$ cat src/rtl/bitty_uart_tx.sv
// bitty_uart_tx: sends one 16-bit word as two UART frames, low byte first and each byte LSB first.
// Default framing is 8N1. Defining BITTY_UART_TX_PARITY_EN inserts an even-parity bit after each byte.
module bitty_uart_tx #(
    parameter int CLKS_PER_BIT = 16,
    parameter int WORD_W       = 16
) (
    input  logic              clk,
    input  logic              rst,
    input  logic [WORD_W-1:0] tx_data,
    input  logic              tx_valid,
    output logic              tx_ready,
    output logic              tx,
    output logic              tx_busy
);

    localparam int            BW       = $clog2(CLKS_PER_BIT);
    localparam logic [BW-1:0] BAUD_MAX = BW'(CLKS_PER_BIT - 1);

`ifdef BITTY_UART_TX_PARITY_EN
    typedef enum logic [2:0] {IDLE, START, DATA, PARITY, STOP} state_t;
`else
    typedef enum logic [1:0] {IDLE, START, DATA, STOP} state_t;
`endif

    state_t        state_q;
    logic [7:0]    shreg_q;
    logic [7:0]    hi_q;
    logic [2:0]    bit_cnt_q;
    logic [BW-1:0] baud_q;
    logic          byte_idx_q;
    logic          tx_q;
    logic          ready_q;
    logic          busy_q;
`ifdef BITTY_UART_TX_PARITY_EN
    logic          par_q;
`endif

    logic baud_end;
    assign baud_end = (baud_q == BAUD_MAX);

    always_ff @(posedge clk) begin
        if (rst) begin
            state_q    <= IDLE;
            shreg_q    <= '0;
            hi_q       <= '0;
            bit_cnt_q  <= '0;
            baud_q     <= '0;
            byte_idx_q <= 1'b0;
            tx_q       <= 1'b1;
            ready_q    <= 1'b1;
            busy_q     <= 1'b0;
`ifdef BITTY_UART_TX_PARITY_EN
            par_q      <= 1'b0;
`endif
        end else begin
            case (state_q)
                IDLE: begin
                    // The start bit is driven from the accept edge so tx falls one cycle after the handshake.
                    if (tx_valid && ready_q) begin
                        shreg_q    <= tx_data[7:0];
                        hi_q       <= tx_data[WORD_W-1:8];
                        byte_idx_q <= 1'b0;
                        baud_q     <= '0;
                        tx_q       <= 1'b0;
                        ready_q    <= 1'b0;
                        busy_q     <= 1'b1;
`ifdef BITTY_UART_TX_PARITY_EN
                        par_q      <= ^tx_data[7:0];
`endif
                        state_q    <= START;
                    end
                end
                default: begin
                    if (!baud_end) begin
                        baud_q <= baud_q + 1'b1;
                    end else begin
                        baud_q <= '0;
                        case (state_q)
                            START: begin
                                bit_cnt_q <= '0;
                                tx_q      <= shreg_q[0];
                                state_q   <= DATA;
                            end
                            DATA: begin
                                if (bit_cnt_q == 3'd7) begin
`ifdef BITTY_UART_TX_PARITY_EN
                                    tx_q    <= par_q;
                                    state_q <= PARITY;
`else
                                    tx_q    <= 1'b1;
                                    state_q <= STOP;
`endif
                                end else begin
                                    bit_cnt_q <= bit_cnt_q + 1'b1;
                                    shreg_q   <= {1'b0, shreg_q[7:1]};
                                    tx_q      <= shreg_q[1];
                                end
                            end
`ifdef BITTY_UART_TX_PARITY_EN
                            PARITY: begin
                                tx_q    <= 1'b1;
                                state_q <= STOP;
                            end
`endif
                            STOP: begin
                                // High byte chains straight into its start bit; no idle gap.
                                if (!byte_idx_q) begin
                                    byte_idx_q <= 1'b1;
                                    shreg_q    <= hi_q;
`ifdef BITTY_UART_TX_PARITY_EN
                                    par_q      <= ^hi_q;
`endif
                                    tx_q       <= 1'b0;
                                    state_q    <= START;
                                end else begin
                                    byte_idx_q <= 1'b0;
                                    tx_q       <= 1'b1;
                                    ready_q    <= 1'b1;
                                    busy_q     <= 1'b0;
                                    state_q    <= IDLE;
                                end
                            end
                            default: begin
                                tx_q    <= 1'b1;
                                ready_q <= 1'b1;
                                busy_q  <= 1'b0;
                                state_q <= IDLE;
                            end
                        endcase
                    end
                end
            endcase
        end
    end

    assign tx       = tx_q;
    assign tx_ready = ready_q;
    assign tx_busy  = busy_q;

endmodule
$ cat config.mk
export PLATFORM = sky130hd
export DESIGN_NAME = bitty_uart_tx
export DESIGN_NICKNAME = d
export VERILOG_FILES = /design/src/rtl/bitty_uart_tx.sv
export SDC_FILE = /design/constraint.sdc
export NUM_CORES = 1
export LEC_CHECK = 0
export BUFFER_PORTS_ARGS = -buffer_cell sky130_fd_sc_hd__buf_2
export CAP_MARGIN = 20
export CELL_PAD_IN_SITES_DETAIL_PLACEMENT = 1
export CELL_PAD_IN_SITES_GLOBAL_PLACEMENT = 1
export CORE_MARGIN = 5
export CORE_UTILIZATION = 47
export CTS_BUF_LIST = sky130_fd_sc_hd__clkbuf_4
export DETAILED_ROUTE_END_ITERATION = 10
export PLACE_DENSITY = 0.92
export SLEW_MARGIN = 20
export SYNTH_ARGS = -nofsm -noshare
export SYNTH_HDL_FRONTEND = slang
export SYNTH_SLANG_ARGS = --single-unit
$ cat constraint.sdc
create_clock -name clk -period 4.9 [get_ports clk]
set_input_delay 0.245 -clock clk [delete_from_list [all_inputs] [get_ports clk]]
set_output_delay 0.245 -clock clk [all_outputs]
set_load 0.01 [all_outputs]
# ---- Word level (Yosys, flattened, before mapping)
# Index checks and enable logic that the tools add are counted.
dict set report word_totals {
  output_inout_bits 3
  regBits 29
}
dict set report classes {
  add_sub_neg 2
  bitwise 1
  muxes 36
  n_eq_ne 12
  reduce_logical 14
}
# op n
set op_table {}
lappend op_table {{8-bit 2-to-1 mux} 5}
lappend op_table {{1-bit 2-to-1 mux} 17}
lappend op_table {{8-bit one-hot mux with 2 select lines} 1}
lappend op_table {{4-bit 2-to-1 mux} 3}
lappend op_table {{2-bit 2-to-1 mux} 4}
lappend op_table {{4-bit AND reduction} 2}
lappend op_table {{3-bit by 2-bit != test with 1-bit output, second input constant} 2}
lappend op_table {{3-bit != test, second input constant} 2}
lappend op_table {{2-bit one-hot mux with 3 select lines} 1}
lappend op_table {{3-bit one-hot mux with 2 select lines} 1}
lappend op_table {{3-bit AND reduction} 2}
lappend op_table {{2-bit nonzero test} 3}
lappend op_table {{5-bit AND reduction} 1}
lappend op_table {{4-bit by 1-bit adder with 4-bit output, second input constant} 1}
lappend op_table {{2-bit equality test, second input constant} 2}
lappend op_table {{4-bit equality test, second input constant} 1}
lappend op_table {{2-bit != test, second input constant} 2}
lappend op_table {{1-bit one-hot mux with 2 select lines} 2}
lappend op_table {{2-bit AND reduction} 2}
lappend op_table {{3-bit by 1-bit adder with 3-bit output, second input constant} 1}
lappend op_table {{3-bit equality test, second input constant} 1}
lappend op_table {{3-bit 2-to-1 mux} 1}
lappend op_table {{1-bit one-hot mux with 3 select lines} 1}
lappend op_table {{3-bit nonzero test} 1}
lappend op_table {{6 further kinds} 6}

# ---- Longest topological paths before layout
# Gate-level depths: netlist of the first run.
dict set report depth {
  word_depth 5
  mapped_depth 8
  mapped_depth_nobuf 6
}

# ---- Least setup slack after synthesis of the first run
# No wires, ideal clock.
dict set report synth_timing {
  kind {register -> register}
  startpoint {register state_q[0]}
  endpoint {register shreg_q[6]}
  path_stages_with_launch 7
  arrival_ns 1.487
  n_path_buf 0
  period_less_slack_ns 1.615
  slack_ns 3.285
  path_cell_list {dfxtp_1 > inv_1 > ha_1 > and3_1 > o221ai_4 > mux2i_1 > nor2_1}
}
dict set report synth_between {
  elab_chain_len 4
}
# item line_no
set synth_lines {}
lappend synth_lines {{from (decl)} 25} ;# state_t state_q;
lappend synth_lines {{from (signal assigned)} 43} ;# state_q <= IDLE;
lappend synth_lines {{from (signal assigned)} 70} ;# state_q <= START;
lappend synth_lines {{from (signal assigned)} 82} ;# state_q <= DATA;
lappend synth_lines {{2-bit equality test} 78} ;# case (state_q)
lappend synth_lines {{8-bit one-hot mux with 2 select lines} 78}
lappend synth_lines {{8-bit 2-to-1 mux} 74} ;# if (!baud_end) begin
lappend synth_lines {{8-bit 2-to-1 mux} 56} ;# case (state_q)
lappend synth_lines {{to (signal assigned)} 60} ;# shreg_q <= tx_data[7:0];
lappend synth_lines {{to (signal assigned)} 95} ;# shreg_q <= {1'b0, shreg_q[7:1]};
lappend synth_lines {{to (signal assigned)} 109} ;# shreg_q <= hi_q;
lappend synth_lines {{to (decl)} 26} ;# logic [7:0] shreg_q;
# Several ways; a longest one is shown, not always the timed one. The select of a mux whose other input is x is not followed.
# A chain may end at the register's enable or synchronous reset.

# ---- Final worst setup path of the first run
dict set report layout_timing {
  startpoint {register state_q[0]}
  endpoint {register shreg_q[5]}
}
# Same word-level chain as after synthesis.

==> results by group, run 1 <==
Global route
  • Grt ovf: 0
  • First-pass GRT wire length: 6.53 mm
  • Largest net degree at the start of global routing: 33
  • Initial antenna violation count: 0
  • Total GRT Usage: 0.201
  • Via count of the first global-routing pass: 1,400

Power and ir drop
  • Register share of total power: 0.454
  • P per Cell Area: 409 nW/um^2
  • Net Switching: 247 uW
  • Peak VDD IR: 0.223 mV
  • Cell Int Power: 409 uW
  • Combinational power share: 0.334
  • Sw Share: 0.377
  • Clock Power Share: 0.213
  • P_leak: 0.677 nW
  • Design Power: 656 uW

Synthesis
  • Synth top area share: 0.400
  • Most frequent cell after synthesis: nand2_1
  • Yosys warnings: 0
  • Synth Cell Area: 1450 um^2
  • Synth cell types: 29
  • Syn_nets: 200
  • FF+latch count, synth: 29
  • Post-synth EDFFs: 0
  • Commonest cells in the synthesized netlist: 32 x nand2_1, 29 x dfxtp_1, 19 x a21oi_1, 16 x mux2i_1, 14 x nor2_1
  • Avg Cell Area, Syn: 8.40 um^2
  • Cells after synthesis: 173
  • Dominant cell type by area after synthesis: dfxtp_1
  • Synth Flop Type: dfxtp_1
  • Ys async rst share: 0
  • Largest cells by area after synthesis: dfxtp_1 40%, mux2i_1 11%, nand2_1 8.3%
  • Register area share after synthesis: 0.400

Die
  • Die X: 65.6 um
  • Die area: 4300 um^2
  • Die height: 65.6 um
  • CORE AREA: 3000 um^2
  • Starting Density: 0.484
  • Cell Rows: 20
  • I/O pin cnt: 22

Clocking
  • Clk Latency, worst-skew pair: 0.34 ns
  • Num CTS Buffers: 5
  • CTS clk-pin slew, worst paths: 0.09 ns
  • Cts hold-fix bufs: 0
  • CTS tree: done
  • Depth of the CTS H-tree: 2
  • PostCTS Resize Cnt: 0
  • Setup repair bufs after CTS: 0
  • Sink Count: 29
  • Clock buffer depth: 2
  • Root Driver: clkbuf_4

Detailed routing
  • WL met3: 145 um
  • Post-route DRC: 0
  • DR vias: 1,288
  • First-pass detailed-route iteration total: 4
  • Antenna Violating Nets Remaining: 0
  • Top Metal Used: met4
  • DR vias/cell: 5.70
  • Routed metal-1 wirelength: 1.65 mm
  • 1st-iter DRT viols: 56
  • Average wire per cell in the routed design: 16.8 um
  • WL met2: 1.95 mm
  • Drt total wl: 3.80 mm

Flow run
  • MaxCap Viol Count: 0

Placement
  • Post-DP HPWL: 2.76 mm
  • Post-Place Setup Slack: 2.15 ns
  • IO buf count: 21
  • GP Congestion: 0.769

Timing
  • Final cycle utilization of the critical path: 0.565
  • Pins Over Slew Limit: 0
  • Min Tclk post-route: 2.77 ns
  • Finish-stage setup viols: 0
  • Worst slew margin: 0.292
  • Setup repair after global routing missed its margin: false
  • Fin. Hold Viols: 0
  • Clock skew: 0.00479 ns
  • Total negative slack: 0 ns
  • Worst-margin pin slew: 1.06 ns
  • Max Fclk: 0.361 GHz
  • Final setup margin: 2.13 ns

Critical path
  • CP Data Required Time: 5.11 ns
  • Slowest CP cell: ha_1
  • Startpoint types: register
  • Crit path cell chain: inv_1 > ha_1 > and3_1 > o221ai_4 > mux2i_1 > nor2_1
  • Worst r2r path cells: 6
  • Critical Path AT: 2.98 ns
  • Critical path's largest stage delay: 0.88 ns
  • CP max FO: 32
  • Setup CP Type: reg -> reg
  • Internal reg-to-reg setup slack: 2.13 ns
  • Crit path max-delay family: adder cells
  • WP depth: 6
  • Setup crit end kind: register
  • Bufs and invs on worst path: 1

Cells and area
  • ANT cells: 0
  • Layout Nets: 219
  • Share of layout cells above drive strength 1: 0.150
  • Filler cell count: 383
  • Layout area overhead: 10.5%

Run status
  • Status: finished, final reports clean

Min path
  • Hold path depth: 3
  • Worst min path class: in -> reg
[cell families (layout without fill, tap and decap cells)]
group,Yosys count,in the layout,synth area share
AO/OA/AOI/OAI,39,39,0.168
adder cells (fa/ha/maj),8,8,0.0689
multiplexers,16,16,0.110
AND/OR/NAND/NOR,67,67,0.210
flip-flops,29,29,0.400
buffers and inverters,14,34,0.0431
[cell type report]
cell class | instances | area, um^2 | area share
clock buffers | 5 | 37.5 | 0.0234
clock inverters | 3 | 12.5 | 0.00779
inverters | 5 | 18.8 | 0.0117
multi-input cells | 130 | 810 | 0.504
flip-flops and latches | 29 | 581 | 0.362
well taps | 33 | 41.3 | 0.0257
repair buffers | 21 | 105 | 0.0655
[layer usage]
layer,track usage,vias to the layer above
met5,0,-
met4,0.0751,0
met3,0.0547,5
met2,0.354,20
met1,0.228,623
li1,-,640
[final timing paths]
path | startpoint | end
max | state_q[0]$_SDFFE_PP0P_ | shreg_q[5]$_SDFFE_PP0P_
min | tx_data[10] | hi_q[2]$_SDFFE_PP0P_
max reg2reg | state_q[0]$_SDFFE_PP0P_ | shreg_q[5]$_SDFFE_PP0P_
min reg2reg | hi_q[7]$_SDFFE_PP0P_ | hi_q[7]$_SDFFE_PP0P_
[registers in the layout, summed over array words and instances, names as in the netlist]
name / count
hi_q: 8
tx_busy: 1
state_q: 2
bit_cnt_q: 3
shreg_q: 8
byte_idx_q: 1
tx_ready: 1
tx: 1
baud_q: 4
[metrics by stage]
stage          area (um^2)  instances  utilization  hold WS [ns]
2_1_floorplan         1450        173            -         0.381
3_3_place_gp          1560        218        0.518         0.444
3_5_place_dp          1560        218        0.518         0.454
4_1_cts               1610        226        0.535         0.129
5_1_grt               1610        226        0.535         0.134
6_report              1610        226        0.535         0.138
[power groups by stage]
| stage | combinational (mW) | clock [mW] | sequential, mW |
|---|---|---|---|
| after floorplan | 0.166 | 0 | 0.297 |
| after detailed placement | 0.218 | 0 | 0.303 |
| after global placement | 0.200 | 0 | 0.300 |
| after CTS | 0.220 | 0.142 | 0.298 |
| after global routing | 0.247 | 0.154 | 0.303 |
| final | 0.219 | 0.140 | 0.298 |
[cell usage in the layout, fill, tap and decap left out]
master,netlist,final
nand2_1,32,32
dfxtp_1,29,29
buf_2,2,21
a21oi_1,19,19
mux2i_1,16,16
nor2_1,14,14
o21ai_0,11,11
ha_1,8,8
nand3_1,7,7
inv_1,5,5
clkbuf_4,0,5
nand2b_1,4,4
and3_1,3,3
a221oi_1,2,2
clkinv_1,0,2
and4b_4,1,1
a22oi_1,1,1
o221ai_4,1,1
a41oi_1,1,1
or4_1,1,1
a221o_1,1,1
nor2b_1,1,1
nor4_1,1,1
o22ai_1,1,1
o22a_1,1,1
nand3b_1,1,1
a2bb2oi_1,1,1
or3_1,1,1
or2_1,1,1
clkinv_2,0,1
[tightest hold or removal path: stages]
cell,delay [ns]
buf_2,0.09
nand2_1,0.05
a21oi_1,0.05
No activity file was read; power rests on OpenSTA's default activity.
==> inputs of run 2 (changes only) <==
--- a/config.mk
+++ b/config.mk
@@ -10,10 +10,10 @@
 export CELL_PAD_IN_SITES_DETAIL_PLACEMENT = 1
 export CELL_PAD_IN_SITES_GLOBAL_PLACEMENT = 1
 export CORE_MARGIN = 5
-export CORE_UTILIZATION = 47
+export CORE_UTILIZATION = 39
 export CTS_BUF_LIST = sky130_fd_sc_hd__clkbuf_4
 export DETAILED_ROUTE_END_ITERATION = 10
-export PLACE_DENSITY = 0.92
+export PLACE_DENSITY = 0.82
 export SLEW_MARGIN = 20
 export SYNTH_ARGS = -nofsm -noshare
 export SYNTH_HDL_FRONTEND = slang
==> constraint.sdc (replaced) <==
create_clock -name clk -period 2.5 [get_ports clk]
set_input_delay 0.125 -clock clk [delete_from_list [all_inputs] [get_ports clk]]
set_output_delay 0.125 -clock clk [all_outputs]
set_load 0.01 [all_outputs]
==> results by group, run 2 (synthesis results as in run 1) <==
Timing
  • Fin. Hold Viols: 0
  • Worst slew margin: 0.638
  • Worst-margin pin slew: 0.543 ns
  • Total negative slack: 0 ns
  • Min Tclk post-route: 2.20 ns
  • Clock skew: 0.00843 ns
  • Setup repair after global routing missed its margin: false
  • Finish-stage setup viols: 0
  • Pins Over Slew Limit: 0
  • Final cycle utilization of the critical path: 0.879
  • Final setup margin: 0.303 ns
  • Max Fclk: 0.455 GHz

Detailed routing
  • DR vias: 1,302
  • Average wire per cell in the routed design: 15.2 um
  • 1st-iter DRT viols: 30
  • Antenna Violating Nets Remaining: 0
  • First-pass detailed-route iteration total: 4
  • DR vias/cell: 5.36
  • Drt total wl: 3.69 mm
  • Post-route DRC: 0

Cells and area
  • Commonest non-fill, non-tap cells in the layout: 32 x nand2_1, 29 x dfxtp_1, 21 x buf_2, 19 x a21oi_1, 16 x mux2i_1
  • ANT cells: 0
  • Commonest non-fill, non-tap cell in the layout: nand2_1
  • Regs by FF count: hi_q (8), shreg_q (8), baud_q (4)
  • Layout Nets: 221
  • Layout area overhead: 14.8%
  • Share of layout cells above drive strength 1: 0.164

Power and ir drop
  • Peak VDD IR: 0.319 mV
  • Combinational power share: 0.310
  • Sw Share: 0.338
  • Cell Int Power: 923 uW
  • Net Switching: 471 uW
  • Clock Power Share: 0.273
  • Register share of total power: 0.417
  • P per Cell Area: 836 nW/um^2
  • P_leak: 0.700 nW
  • Design Power: 1.39 mW

Min path
  • Worst min path class: in -> reg
  • Hold_sp: tx_data[13]

Placement
  • GP Congestion: 0.757
  • Post-Place Setup Slack: 0.345 ns
  • Post-DP HPWL: 2.65 mm
  • IO buf count: 21

Global route
  • Total GRT Usage: 0.157
  • Initial antenna violation count: 0
  • Largest net degree at the start of global routing: 30
  • Grt ovf: 0
  • First-pass GRT wire length: 6.25 mm
  • Via count of the first global-routing pass: 1,424

Critical path
  • Critical Path AT: 2.40 ns
  • Crit path cell chain: inv_1 > ha_1 > and3_1 > o221ai_4 > mux2i_1 > nor2_1
  • Reg2reg start: state_q[0]$_SDFFE_PP0P_
  • Startpoint types: register
  • Slowest CP cell: and3_1
  • Setup crit end kind: register
  • Critical path's largest stage delay: 0.57 ns
  • CP max FO: 13
  • CP Data Required Time: 2.70 ns
  • Setup CP Type: reg -> reg
  • Bufs and invs on worst path: 1
  • Crit path from: state_q[0]$_SDFFE_PP0P_
  • Crit path max-delay family: simple AND/OR/NAND/NOR gates

Run status
  • Status: finished, final reports clean

Clocking
  • Cts hold-fix bufs: 0
  • Root Driver: clkbuf_4
  • Sink Count: 29
  • CTS tree: done
  • PostCTS Resize Cnt: 0
  • CTS clk-pin slew, worst paths: 0.09 ns
  • Setup repair bufs after CTS: 0
  • Clock buffer depth: 2
  • Clk Latency, worst-skew pair: 0.32 ns
  • Depth of the CTS H-tree: 2
  • Num CTS Buffers: 5

Die
  • CORE AREA: 3630 um^2
  • Starting Density: 0.400
  • Die X: 71.0 um
  • Die area: 5050 um^2
  • Cell Rows: 22
  • I/O pin cnt: 22
  • Die height: 71.0 um

Flow run
  • MaxCap Viol Count: 0
==> run 2: cell types whose count changed in the layout (fill, tap and decap cells not counted), sizes merged <==
| cell | delta |
|---|---|
| buf | +2 |
| clkinv | -2 |
| bufinv | +1 |
| clkbuf | +1 |
==> run 2: tightest hold or removal path, cell delays in order <==
cell and delay (ns):
buf_2 0.09, nand2_1 0.04, a21oi_1 0.05
==> run 2: final cells by class <==
| cell class | count | area (um^2) |
|---|---|---|
| fillers | 472 | 1970 |
| flip-flops and latches | 29 | 581 |
| multi-input cells | 130 | 810 |
| repair buffers | 23 | 120 |
| clock inverters | 2 | 33.8 |
| clock buffers | 6 | 45.0 |
| well taps | 48 | 60.1 |
| inverters | 5 | 18.8 |
==> run 2: worst paths after layout <==
check	endpoint	slack [ns]	cells past startpoint
min reg2reg	hi_q[0]$_SDFFE_PP0P_	0.46	2
max reg2reg	shreg_q[1]$_SDFFE_PP0P_	0.30	6
max	shreg_q[1]$_SDFFE_PP0P_	0.30	6
min	hi_q[5]$_SDFFE_PP0P_	0.03	3
==> run 2: metal layers <==
metal	track usage	part of all wire	wire (um)
met1	0.174	0.43	1590
met2	0.283	0.51	1890
met3	0.0440	0.041	152
met4	0.0585	0.014	52
met5	0	0	0
==> run 2: power by group through the flow <==
stage | logic (mW) | registers (mW) | clock network [mW]
after floorplan | 0.326 | 0.581 | 0
after global placement | 0.405 | 0.586 | 0
after detailed placement | 0.431 | 0.593 | 0
after CTS | 0.436 | 0.583 | 0.389
after global routing | 0.485 | 0.591 | 0.415
final | 0.432 | 0.582 | 0.381
==> run 2: metrics by stage <==
stage           util  hold slack, ns  std cells  instance area [um^2]
3_5_place_dp   0.437           0.377        235                  1590
6_report       0.459          0.0305        243                  1670
2_1_floorplan      -           0.261        173                  1450
3_3_place_gp   0.437           0.368        235                  1590
4_1_cts        0.459          0.0209        243                  1670
5_1_grt        0.459          0.0100        243                  1670
